`src/rtl/ps2_key_event_queue.sv`:
```
// PS/2 set-2 scancode parser: make/break/E0/E1 grammar, held-key map, timeout abort, and an event FIFO.
// Byte to ev_valid takes 1 cycle. A full FIFO with no pop drops the event and sets the sticky overflow flag.
module ps2_key_event_fifo #(
  parameter int DEPTH = 4,
  parameter int W     = 10
) (
  input  logic                       clk,
  input  logic                       rst,
  input  logic                       push_vld,
  input  logic [W-1:0]               push_dat,
  output logic                       push_rdy,
  output logic                       pop_vld,
  input  logic                       pop_rdy,
  output logic [W-1:0]               pop_dat,
  output logic [$clog2(DEPTH+1)-1:0] count
);
  localparam int AW = (DEPTH > 1) ? $clog2(DEPTH) : 1;
  localparam int CW = $clog2(DEPTH + 1);

  logic [W-1:0]  mem_q [DEPTH];
  logic [AW-1:0] wr_q, rd_q;
  logic [CW-1:0] cnt_q;
  logic          full, push, pop;

  assign full     = (cnt_q == CW'(DEPTH));
  assign pop_vld  = (cnt_q != '0);
  assign pop      = pop_vld & pop_rdy;
  // A pop in the same cycle frees the slot, so a full FIFO can still accept a push.
  assign push_rdy = ~full | pop;
  assign push     = push_vld & push_rdy;
  assign pop_dat  = pop_vld ? mem_q[rd_q] : '0;
  assign count    = cnt_q;

  always_ff @(posedge clk or posedge rst) begin
    if (rst) begin
      wr_q  <= '0;
      rd_q  <= '0;
      cnt_q <= '0;
    end else begin
      if (push) wr_q <= wr_q + AW'(1);
      if (pop)  rd_q <= rd_q + AW'(1);
      case ({push, pop})
        2'b10:   cnt_q <= cnt_q + CW'(1);
        2'b01:   cnt_q <= cnt_q - CW'(1);
        default: cnt_q <= cnt_q;
      endcase
    end
  end

  always_ff @(posedge clk) begin
    if (push) mem_q[wr_q] <= push_dat;
  end
endmodule

module ps2_key_event_queue #(
  parameter int FIFO_DEPTH     = 4,
  parameter int REPORT_RELEASE = 1,
  parameter int FILTER_REPEAT  = 1,
  parameter int TIMEOUT_CYCLES = 2500000
) (
  input  logic                            CLOCK_50,
  input  logic                            reset,
  input  logic [7:0]                      received_data,
  input  logic                            received_data_en,
  output logic                            ev_valid,
  input  logic                            ev_ready,
  output logic [7:0]                      ev_code,
  output logic                            ev_ext,
  output logic                            ev_release,
  output logic [$clog2(FIFO_DEPTH+1)-1:0] fifo_count,
  output logic                            overflow,
  input  logic                            clear_overflow,
  output logic                            seq_error
);
  localparam int TW = $clog2(TIMEOUT_CYCLES + 1);
  localparam logic [TW-1:0] TMO_LAST = TW'(TIMEOUT_CYCLES - 1);

  typedef enum logic [2:0] {
    S_IDLE, S_EXT, S_BRK, S_EXTBRK, S_SKIP
  } state_t;

  typedef struct packed {
    logic       ext;
    logic       rel;
    logic [7:0] code;
  } ev_t;

  state_t        state_q, state_d;
  logic [2:0]    skip_q, skip_d;
  logic [TW-1:0] tmo_q, tmo_d;
  logic          seq_err_q, seq_err_d;
  logic          ovf_q, ovf_d;
  logic [255:0]  held_q;

  logic          emit, emit_ext, emit_rel, enq, push_rdy;
  logic [7:0]    emit_code, idx;
  ev_t           push_ev, head_ev;

  always_comb begin
    state_d   = state_q;
    skip_d    = skip_q;
    tmo_d     = tmo_q;
    seq_err_d = 1'b0;
    emit      = 1'b0;
    emit_code = received_data;
    emit_ext  = 1'b0;
    emit_rel  = 1'b0;
    if (received_data_en) begin
      tmo_d = '0;
      case (state_q)
        S_IDLE: begin
          case (received_data)
            8'hE0: state_d = S_EXT;
            8'hF0: state_d = S_BRK;
            8'hE1: begin
              state_d = S_SKIP;
              skip_d  = 3'd7;
            end
            8'hAA, 8'hFA, 8'hFE, 8'hEE, 8'h00, 8'hFF: state_d = S_IDLE;
            default: emit = 1'b1;
          endcase
        end
        S_EXT: begin
          state_d = S_IDLE;
          if (received_data == 8'hF0) begin
            state_d = S_EXTBRK;
          end else if (received_data == 8'hE0 || received_data == 8'hE1) begin
            seq_err_d = 1'b1;
          end else begin
            emit     = 1'b1;
            emit_ext = 1'b1;
          end
        end
        S_BRK, S_EXTBRK: begin
          state_d = S_IDLE;
          if (received_data == 8'hF0 || received_data == 8'hE0 || received_data == 8'hE1) begin
            seq_err_d = 1'b1;
          end else begin
            emit     = 1'b1;
            emit_rel = 1'b1;
            emit_ext = (state_q == S_EXTBRK);
          end
        end
        S_SKIP: begin
          // Pause is 8 bytes with no break form; report it once as extended make of E1.
          if (skip_q == 3'd1) begin
            state_d   = S_IDLE;
            emit      = 1'b1;
            emit_code = 8'hE1;
            emit_ext  = 1'b1;
          end else begin
            skip_d = skip_q - 3'd1;
          end
        end
        default: state_d = S_IDLE;
      endcase
    end else if (state_q != S_IDLE) begin
      if (tmo_q == TMO_LAST) begin
        state_d   = S_IDLE;
        tmo_d     = '0;
        seq_err_d = 1'b1;
      end else begin
        tmo_d = tmo_q + TW'(1);
      end
    end
  end

  assign idx = {emit_ext, emit_code[6:0]};

  always_comb begin
    enq = 1'b0;
    if (emit) begin
      if (emit_rel) enq = (REPORT_RELEASE != 0);
      else          enq = !((FILTER_REPEAT != 0) && !emit_code[7] && held_q[idx]);
    end
  end

  assign ovf_d = (ovf_q & ~clear_overflow) | (enq & ~push_rdy);

  always_ff @(posedge CLOCK_50 or posedge reset) begin
    if (reset) begin
      state_q   <= S_IDLE;
      skip_q    <= '0;
      tmo_q     <= '0;
      seq_err_q <= 1'b0;
      ovf_q     <= 1'b0;
      held_q    <= '0;
    end else begin
      state_q   <= state_d;
      skip_q    <= skip_d;
      tmo_q     <= tmo_d;
      seq_err_q <= seq_err_d;
      ovf_q     <= ovf_d;
      // Codes with bit 7 set (e.g. pause) have no slot in the map.
      if (emit && !emit_code[7]) held_q[idx] <= ~emit_rel;
    end
  end

  assign push_ev = '{ext: emit_ext, rel: emit_rel, code: emit_code};

  ps2_key_event_fifo #(
    .DEPTH (FIFO_DEPTH),
    .W     ($bits(ev_t))
  ) u_fifo (
    .clk      (CLOCK_50),
    .rst      (reset),
    .push_vld (enq),
    .push_dat (push_ev),
    .push_rdy (push_rdy),
    .pop_vld  (ev_valid),
    .pop_rdy  (ev_ready),
    .pop_dat  (head_ev),
    .count    (fifo_count)
  );

  assign ev_code    = head_ev.code;
  assign ev_ext     = head_ev.ext;
  assign ev_release = head_ev.rel;
  assign overflow   = ovf_q;
  assign seq_error  = seq_err_q;
endmodule

```
`config.mk`:
```
export PLATFORM = sky130hd
export DESIGN_NAME = ps2_key_event_queue
export DESIGN_NICKNAME = d
export VERILOG_FILES = /design/src/rtl/ps2_key_event_queue.sv
export SDC_FILE = /design/constraint.sdc
export NUM_CORES = 1
export LEC_CHECK = 0
export CORE_MARGIN = 8
export CORE_UTILIZATION = 40
export CTS_BUF_LIST = sky130_fd_sc_hd__clkbuf_8
export CTS_CLUSTER_DIAMETER = 120
export DETAILED_ROUTE_END_ITERATION = 12
export HOLD_SLACK_MARGIN = 0.02
export PLACE_DENSITY_LB_ADDON = 0.15
export SYNTH_ARGS = -nofsm -noshare
export SYNTH_HDL_FRONTEND = slang
export SYNTH_SLANG_ARGS = --single-unit
```
`constraint.sdc`:
```
create_clock -name CLOCK_50 -period 10.4 [get_ports CLOCK_50]
set_input_delay 1.04 -clock CLOCK_50 [delete_from_list [all_inputs] [get_ports CLOCK_50]]
set_output_delay 1.04 -clock CLOCK_50 [all_outputs]
set_load 0.02 [all_outputs]
```
==> results.toml <==
[outcome]
outcome = "finished with violations"
violations = "capacitance limit, slew limit"

[timing]
max_slew_margin = -0.000807
hold_viol = 0
fmax_ghz = 0.178
finClkSkew_ns = 0.0253
finalSetupTns_ns = 0
period_needed_ns = 5.63
worstMarginPinSlew_ns = 1.46
setup_viol = 0
rsz0062_at_grt = "false"
period_share = 0.541
finalMaxSlewViolations = 1

[detailed_routing]
drt-total-wl_um = 48700
first_iter_violations = 1247
vias = 12600
dr.pass1.iters = 5
routedWlPerCell_um = 23.5
viasPerCell = 6.10
ant_nets = 0
drc = 0

[critical_path]
slowest_delay_ns = 1.28
reg2reg_setup_slack_ns = 5.37
critPathMaxFanout = 54
cp_num_buf_inv = 4
crit_family = "compound AO/OA/AOI/OAI gates"
crit_path_start_kind = "primary input"
crit_path_end_kind = "flip-flop"
worstPathRequired_ns = 10.98
cp_cell_sequence = "buf_4 > buf_4 > nand4_1 > a2111oi_0 > a21oi_1 > o31ai_1 > a32oi_1 > and2b_4 > inv_1 > ha_1 > inv_1 > fa_1 > xor2_1 > nor2_1 > xor2_1"
slowest_stage = "a2111oi_0"
cp.arrival_ns = 6.21
path_class = "in -> reg"

[die]
die_w_um = 219
rows = 74
initial_core_util = 0.404
die_area_mm2 = 0.0480
io_pins = 29
coreArea_mm2 = 0.0408
die_h_um = 219

[grt]
grt_max_degree = 122
use_met2 = 0.307
track_usage = 0.204
grt_use_met3 = 0.0373
grt_pass1_wl_um = 76400
use_met1 = 0.291
grt_pass1_vias = 12400
grt_overflow = 0
antenna_found_initial = 1
busiest_layer = "met2"

[final_layout]
multi_input_area_mm2 = 0.00717
antenna_cells = 0
fin_area_mm2 = 0.0182
final-seq-area_mm2 = 0.00853
layout_commonest_cell = "dfrtp_1"
drive_gt1_frac = 0.128
nFillCells = 3908
final_cell_mix = "293 x dfrtp_1, 288 x o21ai_0, 257 x o31ai_1, 67 x clkbuf_8, 61 x nand2_1"
fin_nets = 1519
area_growth_pct = 10.3

[worst_hold_path]
hold_class = "reg -> reg"

[clocking]
clockBufferDepth = 3
cts_root_buffer = "clkbuf_8"
cts_hold_buffers = 0
post_cts_buffers = 0
cts_buffers = 58
numClockSinks = 333
cts-resized-gates = 0
h-tree-depth = 2
cts_tree = "done"
clock_latency_ns = 0.66
clk_pin_slew_ns = 0.06

[placement]
placed_area_mm2 = 0.0169
dp_hpwl_um = 29500
numPortBuffers = 28
globalplace.congestion = 0.911

[logic_synthesis]
synth_area_mm2 = 0.0165
yosysWarningCount = 0
synth.area.top_cells = "dfrtp_1 44%, o31ai_1 12%, o21ai_0 8.7%"
yosys_most_used_dff = "dfrtp_1"
netlist.area_leader.share = 0.444
synthCells = 1561
syn_avg_cell_area_um2 = 10.6
synth_top_cell_by_area = "dfrtp_1"
async_reset_ff_frac = 0.880
ys_ff_latch = 333
synth_edf_count = 40
seq_area_frac_synth = 0.517
synth.distinct_cells = 74
syn_nets = 1583

[power]
p_per_area_mw_per_mm2 = 186
ir_drop_mv = 0.0916
p_leak_nw = 7.31

[job]
maxCapViolCount = 1
-- final timing paths --
check,startpoint,to,depth (start not counted)
min reg2reg,held_q[0],held_q[0],1
max,received_data[1],u_fifo.count[2],15
min in group asynchronous,reset,held_q[134],2
min,held_q[0],held_q[0],1
max in group asynchronous,reset,held_q[61],3
max reg2reg,skip_q[1],u_fifo.count[2],17
-- cell usage after synthesis, types with 9 or more instances --
| cell | n |
|---|---|
| dfrtp_1 | 293 |
| o21ai_0 | 288 |
| o31ai_1 | 257 |
| clkbuf_1 | 139 |
| nand2_1 | 62 |
| nor2_1 | 57 |
| edfxtp_1 | 40 |
| mux4_2 | 37 |
| nand3_1 | 29 |
| mux2_2 | 27 |
| buf_2 | 22 |
| inv_1 | 21 |
| and2_1 | 19 |
| a21oi_1 | 17 |
| nor3_1 | 17 |
| a2111oi_0 | 15 |
| o22ai_1 | 15 |
| xor2_1 | 15 |
| nor2b_1 | 14 |
| nand2b_1 | 11 |
| nand4_1 | 11 |
| o221ai_1 | 11 |
| buf_1 | 10 |
| mux2i_1 | 10 |
| a211oi_1 | 9 |
-- cells by family after synthesis --
kind of cell / Yosys count / synth area share
compound gates: 664 / 0.260
simple gates: 257 / 0.0786
flops: 333 / 0.517
xor+xnor: 21 / 0.0111
fa+ha+maj: 9 / 0.00727
mux: 75 / 0.0758
buf+inv: 202 / 0.0503
-- through the flow --
stage | utilization | cells | setup WS [ns] | hold WS, ns | power (mW)
floorplan | - | 1561 | 1.27 | 0.458 | 1.90
global placement | 0.415 | 1969 | 4.40 | 0.471 | 2.09
detailed placement | 0.415 | 1969 | 4.43 | 0.478 | 2.10
CTS | 0.446 | 2074 | 5.14 | 0.492 | 3.44
global route | 0.446 | 2074 | 4.68 | 0.523 | 3.56
finish | 0.446 | 2074 | 4.77 | 0.491 | 3.40
-- cell type report --
class,instances,share of cell area
tap,532,0.0365
inverter,23,0.00515
multi-input combinational,1026,0.394
timing repair buffer,55,0.0262
sequential,333,0.468
clock buffer,67,0.0506
clock inverter,38,0.0195
-- worst reg2reg max path: stages, from the launching register on --
cell and delay [ns]:
dfrtp_1 0.39, inv_1 0.08, ha_1 0.21, and3b_1 0.53
nand2_1 0.76, and4_1 0.49, o31a_1 0.30, a211oi_1 0.34
and4_1 0.27, a32oi_1 0.22, and2b_4 0.30, inv_1 0.06
ha_1 0.16, inv_1 0.06, fa_1 0.37, xor2_1 0.15
nor2_1 0.11, xor2_1 0.15
-- flip-flops by register name, indices dropped and copies added (netlist names) --
signal	count
seq_error	1
tmo_q	22
skip_q	3
held_q	256
u_fifo.wr_q	2
state_q	3
u_fifo.mem_q	40
u_fifo.count	3
overflow	1
u_fifo.rd_q	2
-- power by group --
group / switching (mW) / internal [mW] / total (mW)
clock: 0.566 / 0.763 / 1.33
combinational: 0.315 / 0.246 / 0.562
sequential: 0.0785 / 1.43 / 1.51
total: 0.960 / 2.44 / 3.40
-- layer usage --
layer | vias to the layer above | wire length, um
li1 | 5839 | -
met1 | 6294 | 22600
met2 | 419 | 21600
met3 | 92 | 3110
met4 | 2 | 1450
met5 | - | 17
Note: power is estimated with default switching activity, not from simulation.
